**config.mk**
```make
export PLATFORM = sky130hd
export DESIGN_NAME = regfile_wb_arbiter
export DESIGN_NICKNAME = d
export VERILOG_FILES = /design/src/rtl/regfile_pkg.sv /design/src/rtl/regfile_scoreboard.sv /design/src/rtl/regfile_wb_arbiter.sv
export SDC_FILE = /design/constraint.sdc
export NUM_CORES = 1
export LEC_CHECK = 0
export ABC_AREA = 0
export CORE_MARGIN = 2
export CORE_UTILIZATION = 49
export DETAILED_ROUTE_END_ITERATION = 10
export PLACE_DENSITY = 0.95
export SLEW_MARGIN = 5
export SYNTH_ARGS = -nofsm -noshare
export SYNTH_HDL_FRONTEND = slang
export SYNTH_SLANG_ARGS = --single-unit
```
**constraint.sdc**
```tcl
create_clock -name clk_i -period 4.8 [get_ports clk_i]
set_clock_uncertainty 0.1 [all_clocks]
set_input_delay 0.96 -clock clk_i [delete_from_list [all_inputs] [get_ports clk_i]]
set_output_delay 0.96 -clock clk_i [all_outputs]
set_load 0.02 [all_outputs]
```
**src/rtl/regfile_pkg.sv**
```systemverilog
// regfile_pkg: shared widths and request type for the register-file write path.
package regfile_pkg;
  localparam int REG_ADDR_W = 5;
  localparam int REG_DATA_W = 32;
  localparam int NUM_REGS = 32;
  typedef struct packed {
    logic                  valid;
    logic [REG_ADDR_W-1:0] addr;
    logic [REG_DATA_W-1:0] data;
  } wb_req_t;
endpackage

```
**src/rtl/regfile_scoreboard.sv**
```systemverilog
// regfile_scoreboard: busy bit per register for outstanding B writes, plus source-operand hazard check.
module regfile_scoreboard
  import regfile_pkg::*;
(
  input  logic                  clk_i,
  input  logic                  reset,
  input  logic                  set_i,
  input  logic [REG_ADDR_W-1:0] set_addr_i,
  input  logic                  clr_i,
  input  logic [REG_ADDR_W-1:0] clr_addr_i,
  input  logic [REG_ADDR_W-1:0] rs_addr_i,
  input  logic [REG_ADDR_W-1:0] rt_addr_i,
  output logic                  hazard_o
);
  logic [NUM_REGS-1:0] busy_q, busy_d;
  always_comb begin
    busy_d = busy_q;
    if (clr_i) busy_d[clr_addr_i] = 1'b0;
    // set after clear so a same-cycle issue to the committing register stays busy
    if (set_i) busy_d[set_addr_i] = 1'b1;
    busy_d[0] = 1'b0;
  end
  always_ff @(posedge clk_i or posedge reset) begin
    if (reset) busy_q <= '0;
    else busy_q <= busy_d;
  end
  assign hazard_o = busy_q[rs_addr_i] || busy_q[rt_addr_i];
endmodule

```
**src/rtl/regfile_wb_arbiter.sv**
```systemverilog
// regfile_wb_arbiter: shares the register-file write port between writeback (A) and the long-latency unit (B).
// Define REGFILE_SCOREBOARD_EN to add the pending-write scoreboard and its hazard ports.
module regfile_wb_arbiter
  import regfile_pkg::*;
#(
  parameter int MAX_WAIT = 4
) (
  input  logic                  clk_i,
  input  logic                  reset,
  input  logic                  a_valid_i,
  input  logic [REG_ADDR_W-1:0] a_addr_i,
  input  logic [REG_DATA_W-1:0] a_data_i,
  output logic                  a_ready_o,
  input  logic                  b_valid_i,
  input  logic [REG_ADDR_W-1:0] b_addr_i,
  input  logic [REG_DATA_W-1:0] b_data_i,
  output logic                  b_ready_o,
  output logic [REG_ADDR_W-1:0] RDaddr_o,
  output logic [REG_DATA_W-1:0] RDdata_o,
  output logic                  RegWrite_o,
  output logic                  stall_o
`ifdef REGFILE_SCOREBOARD_EN
  ,
  input  logic                  b_issue_i,
  input  logic [REG_ADDR_W-1:0] b_issue_addr_i,
  input  logic [REG_ADDR_W-1:0] rs_addr_i,
  input  logic [REG_ADDR_W-1:0] rt_addr_i,
  output logic                  hazard_o
`endif
);
  localparam logic [3:0] MAX_W = 4'(MAX_WAIT);
  wb_req_t a_req, b_req, sel;
  logic [3:0] wait_q, wait_d;
  logic aged, grant_a, grant_b;
  logic [REG_ADDR_W-1:0] rd_addr_q, rd_addr_d;
  logic [REG_DATA_W-1:0] rd_data_q, rd_data_d;
  logic we_q, we_d;
  always_comb begin
    a_req = {a_valid_i, a_addr_i, a_data_i};
    b_req = {b_valid_i, b_addr_i, b_data_i};
    aged = wait_q == MAX_W;
    grant_b = !reset && b_req.valid && (aged || !a_req.valid);
    grant_a = !reset && a_req.valid && !grant_b;
    sel = grant_b ? b_req : a_req;
    sel.valid = grant_a || grant_b;
    wait_d = (b_req.valid && !grant_b) ? (aged ? wait_q : wait_q + 4'd1) : 4'd0;
    rd_addr_d = sel.valid ? sel.addr : rd_addr_q;
    rd_data_d = sel.valid ? sel.data : rd_data_q;
    // x0 writes finish the handshake but never reach the register file
    we_d = sel.valid && sel.addr != '0;
  end
  always_ff @(posedge clk_i or posedge reset) begin
    if (reset) begin
      wait_q    <= '0;
      rd_addr_q <= '0;
      rd_data_q <= '0;
      we_q      <= 1'b0;
    end else begin
      wait_q    <= wait_d;
      rd_addr_q <= rd_addr_d;
      rd_data_q <= rd_data_d;
      we_q      <= we_d;
    end
  end
  assign a_ready_o  = grant_a;
  assign b_ready_o  = grant_b;
  assign stall_o    = !reset && aged && b_valid_i;
  assign RDaddr_o   = rd_addr_q;
  assign RDdata_o   = rd_data_q;
  assign RegWrite_o = we_q;
`ifdef REGFILE_SCOREBOARD_EN
  logic src_b_q;
  always_ff @(posedge clk_i or posedge reset) begin
    if (reset) src_b_q <= 1'b0;
    else if (sel.valid) src_b_q <= grant_b;
  end
  regfile_scoreboard u_sb (
    .clk_i      (clk_i),
    .reset      (reset),
    .set_i      (b_issue_i),
    .set_addr_i (b_issue_addr_i),
    .clr_i      (we_q && src_b_q),
    .clr_addr_i (rd_addr_q),
    .rs_addr_i  (rs_addr_i),
    .rt_addr_i  (rt_addr_i),
    .hazard_o   (hazard_o)
  );
`endif
endmodule

```
* After elaboration in Yosys (flattened, before gate mapping)
Index checks and enable logic that the tools add are counted.
** Cells by class
- Add/subtract/negate cells :: 1
- Equality and inequality tests :: 2
- Mux-type cells :: 3
- Reduce and logical (&&, ||, !) cells :: 14
** Operators with widths (number)
- 2-to-1 mux 37 bit :: 1
- logical AND 1 bit :: 8
- 2-to-1 mux 4 bit :: 2
- nonzero test 5 bit :: 1
- adder 4 x 1 -> 4 bit, second input constant :: 1
- equality test 4 x 3 -> 1 bit, second input constant :: 1
- logical NOT 1 bit :: 3
- logical OR 1 bit :: 2
- inequality test 2 bit, second input constant :: 1
** Storage, ports and cells
- Register bits after elaboration :: 42
- Bits of input ports :: 78
- Output and inout port bits :: 41
- Word-level logic and storage cells :: 24

* Logic depth before layout (Yosys ltp)
- Depth in word-level cells :: 7
- Mapped depth :: 7
- Mapped depth without buffers :: 5

* Least setup slack after synthesis
Ideal clock, no wire load.
- Kind :: input to output
- From :: input port reset
- To :: output port a_ready_o
- Data arrival time :: 1.732 ns
- Data required time :: 3.740 ns
- Slack :: 2.008 ns
- Stages :: 4
- Path buffers :: 2
- Path through :: nand2b_1 buf_4 buf_2 a21oi_1
** Between the ends
- Cells in the longest elaborated chain, start to end :: 5
- Elaborated cells on any way between the ends :: 6
- Those cells by class :: reduce/logical (6)
** RTL lines
- start, declared :: line regfile_wb_arbiter.sv:9 : input logic reset,
- logical NOT 1 bit * :: line regfile_wb_arbiter.sv:42, regfile_wb_arbiter.sv:43
- logical AND 1 bit (2 in a row) :: line regfile_wb_arbiter.sv:42 : grant_b = !reset && b_req.valid && (aged || !a_req.valid);
- logical NOT 1 bit :: line regfile_wb_arbiter.sv:43 : grant_a = !reset && a_req.valid && !grant_b;
- logical AND 1 bit * :: line regfile_wb_arbiter.sv:43
- end, declared :: line regfile_wb_arbiter.sv:13 : output logic a_ready_o,
Every way passes the cells marked *; elsewhere a longest branch is shown, timed or not.

* Final worst setup path
- From :: register wait_q[0]
- To :: output port b_ready_o
** Between the ends
- Cells in the longest elaborated chain, start to end :: 3
** RTL lines
- start, declared :: line regfile_wb_arbiter.sv:33 : logic [3:0] wait_q, wait_d;
- start signal, assigned :: line regfile_wb_arbiter.sv:59 : wait_q <= wait_d;
- equality test 4 x 3 -> 1 bit :: line regfile_wb_arbiter.sv:41 : aged = wait_q == MAX_W;
- logical OR 1 bit :: line regfile_wb_arbiter.sv:42
- logical AND 1 bit :: line regfile_wb_arbiter.sv:42
- end, declared :: line regfile_wb_arbiter.sv:17 : output logic b_ready_o,
No other way between the ends.

==> flow_summary_export.csv <==
group,metric,value,unit
status,status,"finished with violations",
clocking,cts_root_buf,"clkbuf_8",
die,pin_count,119,
clocking,cts_tree,"built",
timing,finalSetupViolCount,0,
clocking,worstSkewPairLatency,290,ps
die,die-area,0.00738,mm^2
cells_and_area,final_util,69.1,%
detailed_routing,avgViaCountPerCell,5.94,
die,core_area,0.00642,mm^2
setup_path,worstPathRequired,3740,ps
die,die_h,85.9,um
pwr,seqPwrFrac,39.4,%
global_routing,grt-ovfl-total,0,
worst_hold_path,min_from,"RDdata_o[0]$_DFFE_PP0P_",
place,dp_hpwl,6390,um
setup_path,max_stage_delay,640,ps
detailed_routing,drc_errors,5,
detailed_routing,first_iter_violations,210,
clocking,clkTransAtPathRegs,80,ps
synthesis,synthesis.nets,432,
setup_path,path_delay_family,"buffers and inverters",
global_routing,grtUsageMet2,42.0,%
synthesis,synth_compound_area_share,22.6,%
setup_path,crit_chain,"inv_1 -> ha_1 -> nand3b_4 -> a21oi_1 -> clkdlybuf4s50_1",
place,dp.cells,518,
synthesis,synth-simple-area-share,24.1,%
clocking,clock-sinks,42,
pwr,clkPwrFrac,21.8,%
detailed_routing,wl_per_cell,17.2,um
clocking,h-tree-depth,2,
detailed_routing,drt_pass1_iterations,8,
synthesis,synth_fa_ha_area_share,0.762,%
pwr,p_switching,0.368,mW
global_routing,grt_max_degree,74,
clocking,postCtsSetupBuffers,0,
clocking,clock_path_buffers,2,
pwr,comb_power_share,38.8,%
status,violations,"design-rule violations",
cells_and_area,final_cell_mix,"115 x clkdlybuf4s50_1, 42 x dfrtp_1, 39 x a21oi_1, 34 x inv_1",
cells_and_area,areaGrowthSynthToFinish,35.1,%
pwr,p_leak,1.90,nW
setup_path,endpoint_kind,"output port",
synthesis,synth-seq-area-share,32.0,%
clocking,cts_resized,0,
global_routing,busiest_layer,"met2",
setup_path,start_kind,"flop",
place,gp_routability_congestion,0.830,
timing,post-route-period-util,72.6,%
clocking,postCtsHoldBufs,0,
synthesis,synth-xor-area-share,0.267,%
setup_path,worstPathMaxFanout,23,
pwr,switching_share,33.2,%
cells_and_area,final_nets,528,
global_routing,grt_usage,24.6,%
timing,finalSetupTns,0,ps
setup_path,slowest_stage,"clkdlybuf4s50_1",
setup_path,rr_worst_depth,5,
synthesis,synth_cell_types,34,
cells_and_area,fin_cells,527,
setup_path,rrSetupSlack,2680,ps
setup_path,worst-path-buf-inv,2,
timing,fin_crit,3480,ps
timing,slew_violations,0,
synthesis,synth_top_family_by_area,"simple AND/OR/NAND/NOR gates",
synthesis,syn_area,0.00329,mm^2
pwr,powerDensity,250,mW/mm^2
pwr,p_int,0.741,mW
timing,fmaxAchievable,287,MHz
worst_hold_path,hold_path_class,"reg2reg",
global_routing,antenna_found_initial,1,
setup_path,rr_startpoint,"wait_q[0]$_DFFE_PP0P_",
setup_path,path_class,"reg2out",
global_routing,grt_pass1_wl,14700,um
synthesis,yosys_warnings,0,
detailed_routing,route.vias.total,3131,
clocking,numCtsBuffers,5,
place,port_buffers,118,
global_routing,grt.met3_usage,3.75,%
setup_path,cp.arrival,2420,ps
job,drv_cap,0,
timing,hold_viol,0,
timing,worst_slew_pin_slew,760,ps
detailed_routing,wl,9090,um
die,die_w,85.9,um
cells_and_area,final_common_cell,"clkdlybuf4s50_1",
detailed_routing,postRouteAntennaNets,0,
global_routing,use_met1,30.8,%
setup_path,timing.rr.end,"RDdata_o[20]$_DFFE_PP0P_",
synthesis,synthCells,352,
worst_hold_path,whs_endpoint,"RDdata_o[0]$_DFFE_PP0P_",
timing,fin_worst_hold_slack,415,ps
timing,slew_headroom,49.4,%
synthesis,avgSynthCellArea,9.33,um^2
die,start_util,51.2,%
worst_hold_path,min_delay_path_depth,1,
die,fp-row-count,29,
synthesis,synthMuxAreaShare,8.83,%
global_routing,grt_pass1_vias,3053,
pwr,ir_drop,192,uV
cells_and_area,drive_gt1_share,9.58,%
timing,rsz0062_at_grt,"false",
synthesis,ys_seq_elements,42,
[sequential cells by signal (all words and copies together) (netlist names)]
signal,count
RDdata_o,32
RDaddr_o,5
wait_q,4
RegWrite_o,1
[power by group through the flow]
stage | sequential, mW | combinational (mW) | clock (mW)
6_report | 0.437 | 0.430 | 0.242
5_1_grt | 0.444 | 0.460 | 0.260
4_1_cts | 0.437 | 0.432 | 0.246
3_5_place_dp | 0.444 | 0.431 | 0
3_3_place_gp | 0.441 | 0.419 | 0
2_1_floorplan | 0.496 | 0.180 | 0
[synth_stat cells, drive strengths merged]
| cell type | n | area share (%) |
|---|---|---|
| nand3b | 2 | 0.84 |
| o2bb2ai | 1 | 0.27 |
| xnor2 | 1 | 0.27 |
| or4 | 1 | 0.23 |
| nand2 | 14 | 1.6 |
| nand4b | 1 | 0.72 |
| a21oi | 39 | 5.9 |
| o21ba | 1 | 0.30 |
| mux2i | 29 | 8.8 |
| nor2 | 10 | 1.1 |
| nor3 | 29 | 4.4 |
| o32a | 14 | 4.3 |
| inv | 36 | 4.1 |
| or3 | 1 | 0.19 |
| dfrtp | 42 | 32 |
| nor3b | 18 | 4.1 |
| clkbuf | 3 | 0.34 |
| a211oi | 1 | 0.23 |
| ha | 2 | 0.76 |
| o31ai | 4 | 0.91 |
| or2 | 19 | 3.6 |
| buf | 31 | 7.0 |
| a2111oi | 23 | 11 |
| o21ai | 1 | 0.15 |
| or3b | 23 | 6.1 |
| nand2b | 2 | 0.38 |
| nand3 | 3 | 0.46 |
| and3b | 1 | 0.27 |
[layout make-up]
cell class | instances | area (um^2)
Tap cell | 77 | 96.3
Antenna cell | 1 | 2.50
Inverter | 36 | 135
Timing Repair Buffer | 123 | 1200
Fill cell | 474 | 1980
Multi-Input combinational cell | 240 | 1860
Clock inverter | 1 | 5.00
Sequential cell | 42 | 1050
Clock buffer | 7 | 86.3
[routing by layer]
layer | part of all wire, % | routed length [um]
met4 | 2.9 | 267
met1 | 39 | 3570
met2 | 53 | 4840
met3 | 4.5 | 411
met5 | 0 | 0
[metrics by stage]
stage                     setup slack (ps)  instance area, um^2  power [mW]
final                                 1320                 4440        1.11
after global routing                  1200                 4440        1.16
after CTS                             1320                 4440        1.12
after detailed placement              1450                 4340       0.875
after global placement                1480                 4340       0.860
after floorplan                       2010                 3290       0.677
[logic make-up (layout without fill, tap and decap cells)]
logic type,count (synthesis),in the layout
AND/OR/NAND/NOR,124,124
AO/OA/AOI/OAI,84,84
buffers and inverters,70,167
flip-flops,42,42
multiplexers,29,29
adder cells (fa/ha/maj),2,2
XOR/XNOR,1,1
other,0,1
[how the worst max path moves through the flow]
stage | start | endpoint | slack (ps) | cells past startpoint
6_report | wait_q[0]$_DFFE_PP0P_ | b_ready_o | 1320 | 5
5_1_grt | wait_q[0]$_DFFE_PP0P_ | b_ready_o | 1200 | 5
4_1_cts | wait_q[0]$_DFFE_PP0P_ | b_ready_o | 1320 | 5
3_5_place_dp | a_valid_i | b_ready_o | 1450 | 4
3_3_place_gp | reset | a_ready_o | 1480 | 5
2_1_floorplan | reset | a_ready_o | 2010 | 4
No activity file was read; power rests on OpenSTA's default activity.
